`src/rtl/xtea_stream_ctrl_if.sv`:
```
`default_nettype none
// ============================================================================
// Module      : xtea_stream_ctrl_if
// Description : Bus bundle for the XTEA stream controller: 32-bit input word
//               stream, 32-bit output word stream and the 128-bit core link.
//               The slave modport is the controller's view; the master modport
//               is the surrounding system (word source, word sink, xtea core).
// Revision    : 1.0 - initial release
// ============================================================================
interface xtea_stream_ctrl_if;
  // upstream word stream
  logic         enc_dec_in;
  logic         s_valid;
  logic         s_ready;
  logic [31:0]  s_data;
  // downstream word stream
  logic         m_valid;
  logic         m_ready;
  logic [31:0]  m_data;
  // xtea core link
  logic         core_start;
  logic         core_enc_dec;
  logic [127:0] core_data_in;
  logic         core_ready;
  logic         core_busy;
  logic [127:0] core_data_out;

  modport master (
    output enc_dec_in, s_valid, s_data, m_ready,
    output core_ready, core_busy, core_data_out,
    input  s_ready, m_valid, m_data,
    input  core_start, core_enc_dec, core_data_in
  );

  modport slave (
    input  enc_dec_in, s_valid, s_data, m_ready,
    input  core_ready, core_busy, core_data_out,
    output s_ready, m_valid, m_data,
    output core_start, core_enc_dec, core_data_in
  );
endinterface
`default_nettype wire

```
`src/rtl/xtea_stream_ctrl.sv`:
```
`default_nettype none
// ============================================================================
// Module      : xtea_stream_ctrl
// Description : Packs four 32-bit input words into a 128-bit block, starts the
//               xtea core, waits (bounded) for its result and streams the
//               result back out as four 32-bit words. One block in flight.
// Revision    : 1.0 - initial release
// ============================================================================
module xtea_stream_ctrl #(
  parameter int TIMEOUT = 256,
  parameter int CNT_W   = 16
) (
  input  logic             clock,
  input  logic             reset,      // synchronous, active low
  xtea_stream_ctrl_if.slave bus,
  output logic             err_timeout,
  output logic [CNT_W-1:0] blk_count
);

  localparam logic [1:0] S_LOAD  = 2'd0;
  localparam logic [1:0] S_START = 2'd1;
  localparam logic [1:0] S_WAIT  = 2'd2;
  localparam logic [1:0] S_DRAIN = 2'd3;

  // timer only needs to hold 0..TIMEOUT-1; the last value triggers the abort
  localparam int               TMR_W    = (TIMEOUT > 1) ? $clog2(TIMEOUT) : 1;
  localparam logic [TMR_W-1:0] TMR_LAST = TMR_W'(TIMEOUT - 1);

  logic [1:0]       state_q,   state_d;
  logic [1:0]       idx_q,     idx_d;     // word slot, shared by load and drain
  logic [127:0]     blk_q,     blk_d;     // block presented to the core
  logic             mode_q,    mode_d;
  logic [127:0]     obuf_q,    obuf_d;    // captured core result
  logic [TMR_W-1:0] timer_q,   timer_d;
  logic             err_q,     err_d;
  logic [CNT_W-1:0] cnt_q,     cnt_d;
  logic             s_ready_q, s_ready_d;

  // word k lives at bits [127-32k -: 32]; 3-k is simply ~k on two bits
  logic [6:0] slot_lsb;
  assign slot_lsb = {~idx_q, 5'b00000};

  // busy is informational only; control relies on the ready pulse
  logic unused_busy;
  assign unused_busy = bus.core_busy;

  assign bus.s_ready      = s_ready_q;
  assign bus.m_valid      = (state_q == S_DRAIN);
  assign bus.m_data       = obuf_q[slot_lsb +: 32];
  assign bus.core_start   = (state_q == S_START);
  assign bus.core_enc_dec = mode_q;
  assign bus.core_data_in = blk_q;
  assign err_timeout      = err_q;
  assign blk_count        = cnt_q;

  // next-state logic for the load / start / wait / drain sequence
  always_comb begin
    state_d = state_q;
    idx_d   = idx_q;
    blk_d   = blk_q;
    mode_d  = mode_q;
    obuf_d  = obuf_q;
    timer_d = timer_q;
    err_d   = err_q;
    cnt_d   = cnt_q;
    case (state_q)
      S_LOAD: begin
        if (bus.s_valid && s_ready_q) begin
          blk_d[slot_lsb +: 32] = bus.s_data;
          if (idx_q == 2'd0) begin
            mode_d = bus.enc_dec_in;
          end
          if (idx_q == 2'd3) begin
            idx_d   = 2'd0;
            state_d = S_START;
          end else begin
            idx_d = idx_q + 2'd1;
          end
        end
      end
      S_START: begin
        timer_d = '0;
        state_d = S_WAIT;
      end
      S_WAIT: begin
        // a result arriving on the last allowed cycle still counts
        if (bus.core_ready) begin
          obuf_d  = bus.core_data_out;
          idx_d   = 2'd0;
          state_d = S_DRAIN;
        end else if (timer_q == TMR_LAST) begin
          err_d   = 1'b1;
          idx_d   = 2'd0;
          state_d = S_LOAD;
        end else begin
          timer_d = timer_q + 1'b1;
        end
      end
      S_DRAIN: begin
        if (bus.m_ready) begin
          if (idx_q == 2'd3) begin
            idx_d   = 2'd0;
            cnt_d   = cnt_q + 1'b1;
            state_d = S_LOAD;
          end else begin
            idx_d = idx_q + 2'd1;
          end
        end
      end
      default: begin
        state_d = S_LOAD;
        idx_d   = 2'd0;
      end
    endcase
    // registered so that it stays low for the cycle following a reset
    s_ready_d = (state_d == S_LOAD);
  end

  // state registers with synchronous active-low reset
  always_ff @(posedge clock) begin
    if (!reset) begin
      state_q   <= S_LOAD;
      idx_q     <= 2'd0;
      blk_q     <= '0;
      mode_q    <= 1'b1;
      obuf_q    <= '0;
      timer_q   <= '0;
      err_q     <= 1'b0;
      cnt_q     <= '0;
      s_ready_q <= 1'b0;
    end else begin
      state_q   <= state_d;
      idx_q     <= idx_d;
      blk_q     <= blk_d;
      mode_q    <= mode_d;
      obuf_q    <= obuf_d;
      timer_q   <= timer_d;
      err_q     <= err_d;
      cnt_q     <= cnt_d;
      s_ready_q <= s_ready_d;
    end
  end

endmodule
`default_nettype wire

```
`src/flat_wrapper.sv`:
```
// flat-port wrapper written by rule: the top's interface ports become plain ports
module xtea_stream_ctrl_flat 
#(
  parameter int TIMEOUT = 256,
  parameter int CNT_W   = 16
)
  (clock, reset, err_timeout, blk_count, bus_enc_dec_in, bus_s_valid, bus_s_data, bus_m_ready, bus_core_ready, bus_core_busy, bus_core_data_out, bus_s_ready, bus_m_valid, bus_m_data, bus_core_start, bus_core_enc_dec, bus_core_data_in);
  xtea_stream_ctrl_if bus_i ();
  input  logic clock;
  input  logic reset;
  output logic err_timeout;
  output logic [CNT_W-1:0] blk_count;
  input wire logic [$bits(bus_i.enc_dec_in)-1:0] bus_enc_dec_in;
  input wire logic [$bits(bus_i.s_valid)-1:0] bus_s_valid;
  input wire logic [$bits(bus_i.s_data)-1:0] bus_s_data;
  input wire logic [$bits(bus_i.m_ready)-1:0] bus_m_ready;
  input wire logic [$bits(bus_i.core_ready)-1:0] bus_core_ready;
  input wire logic [$bits(bus_i.core_busy)-1:0] bus_core_busy;
  input wire logic [$bits(bus_i.core_data_out)-1:0] bus_core_data_out;
  output wire logic [$bits(bus_i.s_ready)-1:0] bus_s_ready;
  output wire logic [$bits(bus_i.m_valid)-1:0] bus_m_valid;
  output wire logic [$bits(bus_i.m_data)-1:0] bus_m_data;
  output wire logic [$bits(bus_i.core_start)-1:0] bus_core_start;
  output wire logic [$bits(bus_i.core_enc_dec)-1:0] bus_core_enc_dec;
  output wire logic [$bits(bus_i.core_data_in)-1:0] bus_core_data_in;
  assign bus_i.enc_dec_in = bus_enc_dec_in;
  assign bus_i.s_valid = bus_s_valid;
  assign bus_i.s_data = bus_s_data;
  assign bus_i.m_ready = bus_m_ready;
  assign bus_i.core_ready = bus_core_ready;
  assign bus_i.core_busy = bus_core_busy;
  assign bus_i.core_data_out = bus_core_data_out;
  assign bus_s_ready = bus_i.s_ready;
  assign bus_m_valid = bus_i.m_valid;
  assign bus_m_data = bus_i.m_data;
  assign bus_core_start = bus_i.core_start;
  assign bus_core_enc_dec = bus_i.core_enc_dec;
  assign bus_core_data_in = bus_i.core_data_in;
  xtea_stream_ctrl #(.TIMEOUT(TIMEOUT), .CNT_W(CNT_W)) u_core (.clock(clock), .reset(reset), .bus(bus_i), .err_timeout(err_timeout), .blk_count(blk_count));
endmodule
```
`config.mk`:
```
export PLATFORM = sky130hd
export DESIGN_NAME = xtea_stream_ctrl_flat
export DESIGN_NICKNAME = d
export VERILOG_FILES = /design/src/rtl/xtea_stream_ctrl_if.sv /design/src/rtl/xtea_stream_ctrl.sv /design/src/flat_wrapper.sv
export SDC_FILE = /design/constraint.sdc
export NUM_CORES = 1
export LEC_CHECK = 0
export CAP_MARGIN = 20
export CORE_ASPECT_RATIO = 0.8
export CORE_MARGIN = 2
export CORE_UTILIZATION = 25
export CTS_BUF_LIST = sky130_fd_sc_hd__clkbuf_2 sky130_fd_sc_hd__clkbuf_4 sky130_fd_sc_hd__clkbuf_8
export CTS_CLUSTER_DIAMETER = 200
export CTS_CLUSTER_SIZE = 25
export DETAILED_ROUTE_END_ITERATION = 16
export PLACE_DENSITY = 0.6
export SLEW_MARGIN = 10
export SYNTH_ARGS = -nofsm -noshare
export SYNTH_HDL_FRONTEND = slang
export SYNTH_SLANG_ARGS = --single-unit
```
`constraint.sdc`:
```
create_clock -name clock -period 3.25 [get_ports clock]
set_input_delay 0.4875 -clock clock [delete_from_list [all_inputs] [get_ports clock]]
set_output_delay 0.4875 -clock clock [all_outputs]
set_load 0.03 [all_outputs]
```
# After elaboration in Yosys (flattened, before gate mapping)
# Index checks and enable logic that the tools add are counted.
# word_totals
out_inout_bits	181
reg_bits	287
# op_classes
muxes	17
n_eq_ne	10
n_shift	3
add_sub_neg	4
n_reduce_logical	13
bitwise	2
# ops
operator	n
bitwise mux 128 bit	1
variable shift 32 x 9 -> 128 bit, first input constant	1
variable part select 128 x 8 -> 32 bit	1
variable part select 32 x 9 -> 128 bit	1
2-to-1 mux 2 bit	11
adder 16 x 1 -> 16 bit, second input constant	1
2-to-1 mux 8 bit	2
one-hot mux 8 bit (2 select lines)	1
AND reduction 3 bit	4
negation 7 -> 9 bit	1
adder 8 x 1 -> 8 bit, second input constant	1
== test 8 bit, second input constant	1
one-hot mux 2 bit (4 select lines)	1
== test 2 bit, second input constant	3
logical NOT 2 bit	3
inequality test 2 bit, second input constant	3
one-hot mux 2 bit (3 select lines)	1
AND reduction 2 bit	2
AND reduction 4 bit	1
inequality test 3 x 2 -> 1 bit, second input constant	1
nonzero test 3 bit	1
adder 2 x 1 -> 2 bit, second input constant	1
== test 2 x 1 -> 1 bit, second input constant	1
inequality test 2 x 1 -> 1 bit, second input constant	1
4 further kinds	4

# Longest topological paths before layout
# Gate-level depths: netlist of run 1.
# depth
word_depth	5
mapped_depth	9
depth_no_buf	5

# Least setup slack after synthesis of run 1
# No wires, ideal clock.
# synth_path
path_type	reg-to-reg
from	register u_core.idx_q[1]
to	register u_core.blk_q[34] (netlist: u_core.bus.core_data_in[34])
path_buffers	3
required_time_ns	3.180
slack_ns	0.845
path_stages_with_launch	9
arrival_ns	2.334
cell_sequence	dfxtp_1 -> clkbuf_1 -> buf_2 -> inv_1 -> ha_1 -> nor3b_1 -> clkbuf_1 -> nand3_1 -> a21oi_1
# synth_between
elab_chain_cells	4
word_cells_on_any_way	5
cone_classes	add/sub: 1; shift: 2; mux: 1; bitwise: 1
# synth_lines
item	line_no	source
from (decl)	xtea_stream_ctrl.sv:30	logic [1:0] idx_q, idx_d;
from (signal assigned)	xtea_stream_ctrl.sv:133	idx_q <= idx_d;
inverter 2 bit *	xtea_stream_ctrl.sv:41	assign slot_lsb = {~idx_q, 5'b00000};
negation 7 -> 9 bit *	xtea_stream_ctrl.sv:69	blk_d[slot_lsb +: 32] = bus.s_data;
variable part select 32 x 9 -> 128 bit / variable shift 32 x 9 -> 128 bit (equally long branches)	xtea_stream_ctrl.sv:69	
bitwise mux 128 bit *	xtea_stream_ctrl.sv:69	
to (signal assigned)	xtea_stream_ctrl.sv:134	blk_q <= blk_d;
to (decl)	xtea_stream_ctrl.sv:31	logic [127:0] blk_q, blk_d;
# Mark *: on every way between the ends. The rest lies on a longest branch, timed or not.
# A chain may end at the register's enable or synchronous reset.

# Worst setup path after layout of run 1
# layout_path
from	register u_core.idx_q[1]
to	output port bus_m_data[27]
# layout_between
elab_chain_cells	2
# layout_lines
item	line_no	source
inverter 2 bit	xtea_stream_ctrl.sv:41	
variable part select 128 x 8 -> 32 bit	xtea_stream_ctrl.sv:49	assign bus.m_data = obuf_q[slot_lsb +: 32];
to (decl)	flat_wrapper.sv:22	output wire logic [$bits(bus_i.m_data)-1:0] bus_m_data;
# No other way between the ends.

==> results_dict.tcl, run 1 <==
set metrics [dict create \
    clock_skew_ps 37.67 \
    cp.buffers_inverters 2 \
    grt_pass1_wl_um 58990 \
    layout-drive-gt1-share 0.05566 \
    grt_max_degree 106 \
    crit_chain "buf_4 -> mux4_2 -> clkdlybuf4s50_1" \
    critical_path.startpoint_type "register" \
    via_per_inst 4.668 \
    min_from "bus_core_data_out[30]" \
    synth-seq-area-share 0.5096 \
    cp-end-kind "primary output" \
    critPathArrivalTime_ps 2540 \
    num_vias 10450 \
    final.setup.worst_slack_ps 224.8 \
    ant_nets 0 \
    n_antenna_cell 0 \
    final_cell_mix "nand2_1 (408), clkdlybuf4s50_1 (346), dfxtp_1 (285)" \
    hp-class "primary input to register" \
    htreeDepth 1 \
    netlist_instances 1358 \
    tightest_slew_ps 688.5 \
    syn-num-nets 1533 \
    place_ws_ps 732.2 \
    die_y_um 193.9 \
    p_leak_nw 4.884 \
    peakVddDrop_uv 204.7 \
    cts_made_buffers 15 \
    finalSetupViolCount 0 \
    grt-ovfl-total 0 \
    drt-initial-drc-count 701 \
    p_per_area_mw_per_mm2 366.7 \
    cts_hold_buf 0 \
    ctsRootBufferMaster "clkbuf_8" \
    clkLatencyLatePin_ps 570 \
    die_w_um 241.4 \
    yosysWarnings 0 \
    place_hpwl_um 25830 \
    fin_crit_sh 0.9308 \
    crit_type "register to primary output" \
    clock_sinks 287 \
    startpoint "u_core.idx_q[1]$_SDFFE_PN0P_" \
    antenna_found_initial 0 \
    io_pins 348 \
    syn_area_mm2 0.01127 \
    final_core_util 0.3506 \
    cts_buffer_depth 3 \
    synth_ff_type "dfxtp_1" \
    hold_viol_final 0 \
    netlist-cell-type-count 42 \
    synthArstFlopShare 0 \
    final_nets 1811 \
    cap_violations 0 \
    cts_tree "built" \
    gp_congestion 0.7975 \
    port_buffers 346 \
    drc_errors 0 \
    drtPass1Iterations 5 \
    fmax_mhz 330.6 \
    syn_area_per_cell_um2 8.302 \
    slew_headroom 0.5401 \
    ys_ff_latch 287 \
    grt_pass1_vias 10120 \
    rr_startpoint "u_core.state_q[1]$_SDFF_PN0_" \
    final_common_cell "nand2_1" \
    cpMaxStageDelayCell "clkdlybuf4s50_1" \
    drv_slew 0 \
    wirelength_um 38280 \
    setup_tns_ps 0 \
    area_growth_pct 38.25 \
    num_rows 69 \
    crit_fanout 11 \
    crit_family "buffers and inverters" \
    cts_resized 0 \
    period_minus_slack_ps 3025 \
    slowest_delay_ps 630 \
    clk_pin_slew_worst_paths_ps 160 \
    track_usage 0.1585 \
    start_util 0.2536 \
    wire_per_inst_um 17.11 \
    synth_edf_count 0 \
    core-area_mm2 0.04446 \
    worst_ep_required_time_ps 2760 \
    rsz0062_at_grt "false" \
    cts_post_setup_buffers_inserted 0 \
    status "completed" \
    fp.dieArea_mm2 0.04682 \
]
[final timing paths]
| check | to | slack, ps | depth (start not counted) |
|---|---|---|---|
| max | bus_m_data[27] | 220 | 3 |
| min | u_core.obuf_q[30]$_SDFFE_PN0P_ | 450 | 3 |
| max reg2reg | u_core.obuf_q[72]$_SDFFE_PN0P_ | 870 | 5 |
| min reg2reg | u_core.obuf_q[24]$_SDFFE_PN0P_ | 460 | 2 |
[worst min-delay path, cell delays in order]
cell and delay (ps):
clkdlybuf4s50_1 400, nand2_1 60, a21oi_1 50
[synth_stat cells, types with 4 or more instances]
master,n,share of area
xnor2_1,10,0.0078
nand2b_1,5,0.0028
o21ai_0,4,0.0018
nand3_1,141,0.063
nand4_1,5,0.0028
nor4_1,5,0.0028
and2_1,7,0.0039
dfxtp_1,287,0.51
nor3_1,5,0.0022
a21oi_1,267,0.12
inv_1,5,0.0017
clkbuf_1,78,0.026
nand2_1,409,0.14
mux4_2,32,0.064
ha_1,8,0.0089
nor2_1,18,0.0060
buf_2,33,0.015
[report_power, final]
group / switching, mW / total, mW / leakage [nW] / internal, mW
sequential: 0.0140 / 3.56 / 2.31 / 3.54
combinational: 0.311 / 0.584 / 2.45 / 0.273
clock: 1.14 / 1.57 / 0.115 / 0.436
total: 1.46 / 5.72 / 4.88 / 4.25
[state kept, by name, summed over array words and instances, names as in the netlist]
name and count:
u_core.bus.s_ready 1, u_core.blk_count 16, u_core.bus.core_data_in 128, u_core.obuf_q 128, u_core.bus.core_enc_dec 1, u_core.idx_q 2, u_core.timer_q 8, u_core.err_timeout 1
u_core.state_q 2
[layer usage]
metal | share of wire | global-route usage | routed length (um)
met5 | 0 | 0 | 0
met4 | 0.032 | 0.04755 | 1213
met3 | 0.054 | 0.03189 | 2074
met2 | 0.47 | 0.2604 | 17870
met1 | 0.45 | 0.2090 | 17130
[kinds of logic (layout without fill, tap and decap cells)]
kind of cell             Yosys count  after routing  synth area share
flip-flops                       287            287            0.5096
AND/OR/NAND/NOR                  614            614            0.2337
XOR/XNOR                          13             13           0.01010
AO/OA/AOI/OAI                    282            282            0.1275
multiplexers                      35             35           0.06659
buffers and inverters            119            396           0.04361
adder cells (fa/ha/maj)            8              8          0.008878
[final cells by class]
class / count / area (um2)
fillers: 4613 / 28870
flip-flops and latches: 287 / 5748
multi-input cells: 952 / 5071
repair buffers: 374 / 3761
well taps: 603 / 754.5
clock buffers: 15 / 206.4
inverters: 6 / 30.03
clock inverters: 1 / 16.27
[per-stage QoR]
stage | hold slack [ps] | std cells | instance area [um2] | power, mW
floorplan | 433.1 | 1358 | 11270 | 3.851
global placement | 437.1 | 2222 | 15360 | 4.213
detailed placement | 443.9 | 2222 | 15360 | 4.217
CTS | 382.9 | 2238 | 15590 | 5.822
global route | 401.4 | 2238 | 15590 | 5.949
finish | 445.1 | 2238 | 15590 | 5.716
(Power assumes the default switching activity.)
==> run 2: changes to the inputs <==
--- a/config.mk
+++ b/config.mk
@@ -7,7 +7,7 @@
 export LEC_CHECK = 0
 export CAP_MARGIN = 20
 export CORE_ASPECT_RATIO = 0.8
-export CORE_MARGIN = 2
+export CORE_MARGIN = 3
 export CORE_UTILIZATION = 25
 export CTS_BUF_LIST = sky130_fd_sc_hd__clkbuf_2 sky130_fd_sc_hd__clkbuf_4 sky130_fd_sc_hd__clkbuf_8
 export CTS_CLUSTER_DIAMETER = 200
==> constraint.sdc (replaced) <==
create_clock -name clock -period 3.88 [get_ports clock]
set_input_delay 0.582 -clock clock [delete_from_list [all_inputs] [get_ports clock]]
set_output_delay 0.582 -clock clock [all_outputs]
set_load 0.02 [all_outputs]
==> results_dict.tcl, run 2 (same netlist as run 1, synthesis figures left out) <==
set metrics [dict create \
    status "completed" \
    cp.buffers_inverters 2 \
    critical_path.startpoint_type "register" \
    sw_frac_of_total 0.2545 \
    worstHoldPathCells 2 \
    gp_congestion 0.8116 \
    track_usage 0.1553 \
    placed_area_mm2 0.01528 \
    cts_hold_buf 0 \
    fmax_mhz 311.4 \
    peakVddDrop_uv 203.6 \
    crit_chain "buf_12 -> mux4_2 -> clkdlybuf4s50_1" \
    cts_made_buffers 15 \
    slowest_delay_ps 590 \
    cpMaxStageDelayCell "dfxtp_2" \
    finalSetupViolCount 0 \
    dr_wl_met2_um 17950 \
    num_rows 68 \
    ant_nets 0 \
    htreeDepth 1 \
    crit_family "buffers and inverters" \
    hold_viol_final 0 \
    drc_errors 0 \
    r2r_setup_slack_ps 1110 \
    fp.dieArea_mm2 0.04770 \
    setup_tns_ps 0 \
    tightest_slew_ps 952.6 \
    antenna_found_initial 1 \
    wirelength_um 38730 \
    seqPwrFrac 0.624 \
    grt_pass1_wl_um 59800 \
    layout-drive-gt1-share 0.05334 \
    p_int_mw 3.562 \
    cp-end-kind "primary output" \
    core-area_mm2 0.04382 \
    clkLatencyLatePin_ps 590 \
    place_hpwl_um 26710 \
    finalPower_mw 4.779 \
    ff2ff_path_depth 5 \
    min_to "u_core.bus.core_data_in[19]$_SDFFE_PN0P_" \
    final_cell_mix "nand2_1 (408), clkdlybuf4s50_1 (346), dfxtp_1 (285)" \
    final_nets 1806 \
    wire_per_inst_um 17.40 \
    io_pins 348 \
    cts_tree "built" \
    wl_met3_um 2296 \
    cts_buffer_depth 3 \
    rr_startpoint "u_core.idx_q[1]$_SDFFE_PN0P_" \
    drt-met1-wl_um 17390 \
    final_core_util 0.3540 \
    p_sw_mw 1.216 \
    worst_ep_required_time_ps 3300 \
    p_clk_frac 0.277 \
    final.setup.worst_slack_ps 668.2 \
    clock_sinks 287 \
    die_w_um 243.4 \
    drv_slew 0 \
    area_growth_pct 37.57 \
    grt-ovfl-total 0 \
    rsz0062_at_grt "false" \
    crit_type "register to primary output" \
    hp-class "register to register" \
    min_from "u_core.bus.core_data_in[19]$_SDFFE_PN0P_" \
    cap_violations 0 \
    clock_skew_ps 37.75 \
    highest_layer "met5" \
    dp_cells 2209 \
    critPathArrivalTime_ps 2630 \
    num_vias 10510 \
    fillers 4537 \
    power_frac_comb 0.099 \
    timing.hold.ws_ps 458.3 \
    cts_resized 0 \
    r2r_end "u_core.blk_count[14]$_SDFFE_PN0P_" \
    fin_area_mm2 0.01551 \
    p_leak_nw 4.848 \
    grt_max_degree 115 \
    p_per_area_mw_per_mm2 308.1 \
    period_minus_slack_ps 3212 \
    start_util 0.2573 \
    clk_pin_slew_worst_paths_ps 150 \
    final_common_cell "nand2_1" \
    stdcell_count 2226 \
    grt_pass1_vias 10090 \
    fin_crit_sh 0.8278 \
    place_ws_ps 1127 \
    die_y_um 195.9 \
    slew_headroom 0.3650 \
    n_antenna_cell 0 \
    via_per_inst 4.719 \
    ctsRootBufferMaster "clkbuf_8" \
    cts_post_setup_buffers_inserted 0 \
    drtPass1Iterations 5 \
    drt-initial-drc-count 645 \
    crit_fanout 27 \
    port_buffers 346 \
]
-- run 2: worst max-delay path by stage --
| stage | cells after the start | endpoint | slack (ps) | start |
|---|---|---|---|---|
| detailed placement | 5 | u_core.blk_count[14]$_SDFFE_PN0P_ | 1130 | bus_m_ready |
| CTS | 3 | bus_m_data[12] | 570 | u_core.idx_q[1]$_SDFFE_PN0P_ |
| global placement | 5 | u_core.blk_count[14]$_SDFFE_PN0P_ | 1130 | bus_m_ready |
| floorplan | 8 | u_core.bus.core_data_in[34]$_SDFFE_PN0P_ | 1480 | u_core.idx_q[1]$_SDFFE_PN0P_ |
| global route | 3 | bus_m_data[12] | 500 | u_core.idx_q[1]$_SDFFE_PN0P_ |
| finish | 3 | bus_m_data[12] | 670 | u_core.idx_q[1]$_SDFFE_PN0P_ |
-- run 2: power by group through the flow --
| stage | Sequential, mW | Combinational, mW | Clock, mW |
|---|---|---|---|
| detailed placement | 3.04 | 0.473 | 0 |
| CTS | 2.98 | 0.475 | 1.41 |
| finish | 2.98 | 0.472 | 1.33 |
| global route | 2.99 | 0.504 | 1.50 |
| floorplan | 3.06 | 0.149 | 0 |
| global placement | 3.04 | 0.470 | 0 |
-- run 2: layout make-up --
type	instances	area (um2)	area share
Sequential cell	287	5748	0.3706
Multi-Input combinational cell	952	5071	0.3270
Timing Repair Buffer	369	3686	0.2377
Tap cell	595	744.5	0.04800
Clock buffer	15	206.4	0.01331
Inverter	6	30.03	0.001936
Clock inverter	2	23.77	0.001533
-- run 2: tightest hold or removal path, cell delays in order, from the launching register on --
cell	delay [ps]
dfxtp_1	340
nand2_1	50
a21oi_1	50
-- run 2: layer usage --
metal / track usage / vias up
met4: 0.04114 / 2
li1: - / 5117
met3: 0.03075 / 46
met2: 0.2467 / 305
met5: 0 / -
met1: 0.2157 / 5035
==> run 3: changes to the inputs <==
--- a/config.mk
+++ b/config.mk
@@ -13,7 +13,7 @@
 export CTS_CLUSTER_DIAMETER = 200
 export CTS_CLUSTER_SIZE = 25
 export DETAILED_ROUTE_END_ITERATION = 16
-export PLACE_DENSITY = 0.6
+export PLACE_DENSITY = 0.62
 export SLEW_MARGIN = 10
 export SYNTH_ARGS = -nofsm -noshare
 export SYNTH_HDL_FRONTEND = slang
==> constraint.sdc (replaced) <==
create_clock -name clock -period 2.85 [get_ports clock]
set_input_delay 0.4275 -clock clock [delete_from_list [all_inputs] [get_ports clock]]
set_output_delay 0.4275 -clock clock [all_outputs]
set_load 0.02 [all_outputs]
==> results_dict.tcl, run 3 (same netlist as run 1, synthesis figures left out) <==
set metrics [dict create \
    worstHoldPathCells 3 \
    clkLatencyLatePin_ps 570 \
    p_int_mw 4.854 \
    p_clk_frac 0.274 \
    start_util 0.2573 \
    setup_tns_ps 0 \
    place_hpwl_um 27280 \
    layout-drive-gt1-share 0.06026 \
    critical_path.startpoint_type "register" \
    via_per_inst 4.730 \
    htreeDepth 1 \
    drt-initial-drc-count 690 \
    status "completed" \
    io_pins 348 \
    clk_pin_slew_worst_paths_ps 150 \
    rsz0062_at_grt "false" \
    fmax_mhz 365.7 \
    tightest_slew_ps 608.7 \
    wire_per_inst_um 17.50 \
    final_cell_mix "nand2_1 (408), clkdlybuf4s50_1 (326), dfxtp_1 (285)" \
    num_vias 10590 \
    rr_startpoint "u_core.idx_q[1]$_SDFFE_PN0P_" \
    antenna_found_initial 1 \
    wirelength_um 39180 \
    drtPass1Iterations 8 \
    core-area_mm2 0.04382 \
    worst_ep_required_time_ps 2420 \
    min_from "bus_core_data_out[82]" \
    cts_buffer_depth 3 \
    ctsRootBufferMaster "clkbuf_8" \
    min_to "u_core.obuf_q[82]$_SDFFE_PN0P_" \
    power_frac_comb 0.101 \
    drv_slew 0 \
    die_y_um 195.9 \
    clock_skew_ps 34.54 \
    ff2ff_path_depth 7 \
    timing.hold.ws_ps 385.8 \
    period_minus_slack_ps 2735 \
    grt.busiest_layer "met2" \
    p_per_area_mw_per_mm2 416.0 \
    fin_crit_sh 0.9595 \
    finalSetupViolCount 0 \
    grt_pass1_vias 10200 \
    final_nets 1819 \
    hold_viol_final 0 \
    met3_usage 0.02924 \
    port_buffers 346 \
    crit_fanout 4 \
    grt_max_degree 129 \
    peakVddDrop_uv 237.0 \
    cts_made_buffers 15 \
    grt-ovfl-total 0 \
    slew_headroom 0.5942 \
    final_common_cell "nand2_1" \
    num_rows 68 \
    drc_errors 0 \
    fp.dieArea_mm2 0.04770 \
    area_growth_pct 38.41 \
    p_sw_mw 1.637 \
    critPathArrivalTime_ps 2310 \
    cts_tree "built" \
    sw_frac_of_total 0.2522 \
    r2r_end "u_core.bus.core_data_in[83]$_SDFFE_PN0P_" \
    hp-class "primary input to register" \
    cap_violations 0 \
    p_leak_nw 5.019 \
    cp-end-kind "primary output" \
    grt_pass1_wl_um 59510 \
    track_usage 0.1552 \
    grtUsageMet1 0.2083 \
    ant_nets 0 \
    die_w_um 243.4 \
    gp_congestion 0.8000 \
    seqPwrFrac 0.625 \
    clock_sinks 287 \
    groute.layer.met2.usage 0.2533 \
    crit_type "register to primary output" \
    r2r_setup_slack_ps 780 \
]
[run 3: how the worst max path moves through the flow]
stage          depth (start not counted)                                  endpoint                    startpoint
6_report                               4                            bus_m_data[18]  u_core.idx_q[1]$_SDFFE_PN0P_
5_1_grt                                4                            bus_m_data[18]  u_core.idx_q[1]$_SDFFE_PN0P_
4_1_cts                                4                            bus_m_data[18]  u_core.idx_q[1]$_SDFFE_PN0P_
3_5_place_dp                           3                            bus_m_data[11]  u_core.idx_q[1]$_SDFFE_PN0P_
3_3_place_gp                           3                            bus_m_data[11]  u_core.idx_q[1]$_SDFFE_PN0P_
2_1_floorplan                          8  u_core.bus.core_data_in[34]$_SDFFE_PN0P_  u_core.idx_q[1]$_SDFFE_PN0P_
[run 3: per-layer routing]
layer	share of wire	up-vias
met5	0	-
met4	0.033	0
met3	0.057	55
met2	0.47	298
met1	0.44	5098
li1	-	5139
[run 3: repair_timing]
action	in CTS	in global routing
hold buffers	0	0
gates resized for setup	21	0
setup endpoints to repair	30	0
buffers inserted	2	0
[run 3: critical path: stages, from the launching register on]
cell and delay (ps):
dfxtp_4 410, buf_12 120, buf_4 110, mux4_2 490
clkdlybuf4s50_1 600
[run 3: layout make-up]
class                           count  area, um2
Clock buffer                       15      206.4
Sequential cell                   287       5751
Tap cell                          595      744.5
Multi-Input combinational cell    952       5071
Timing Repair Buffer              382       3784
Fill cell                        4509      28210
Clock inverter                      1      16.27
Antenna cell                        1      2.502
Inverter                            6      30.03
[run 3: stage by stage]
step	utilization	area, um2	cells	worst slack [ps]	total power [mW]
4_1_cts	0.3561	15600	2238	20.70	6.610
6_report	0.3561	15610	2239	115.3	6.491
5_1_grt	0.3561	15610	2239	8.569	6.766
3_3_place_gp	0.3509	15370	2220	432.7	4.795
2_1_floorplan	-	11270	1358	445.2	4.373
3_5_place_dp	0.3509	15370	2220	420.5	4.798
[run 3: power groups by stage]
| stage | logic, mW | clock network, mW | registers (mW) |
|---|---|---|---|
| floorplan | 0.203 | 0 | 4.17 |
| global placement | 0.647 | 0 | 4.15 |
| detailed placement | 0.649 | 0 | 4.15 |
| CTS | 0.658 | 1.89 | 4.06 |
| global route | 0.697 | 2.00 | 4.06 |
| finish | 0.654 | 1.78 | 4.06 |
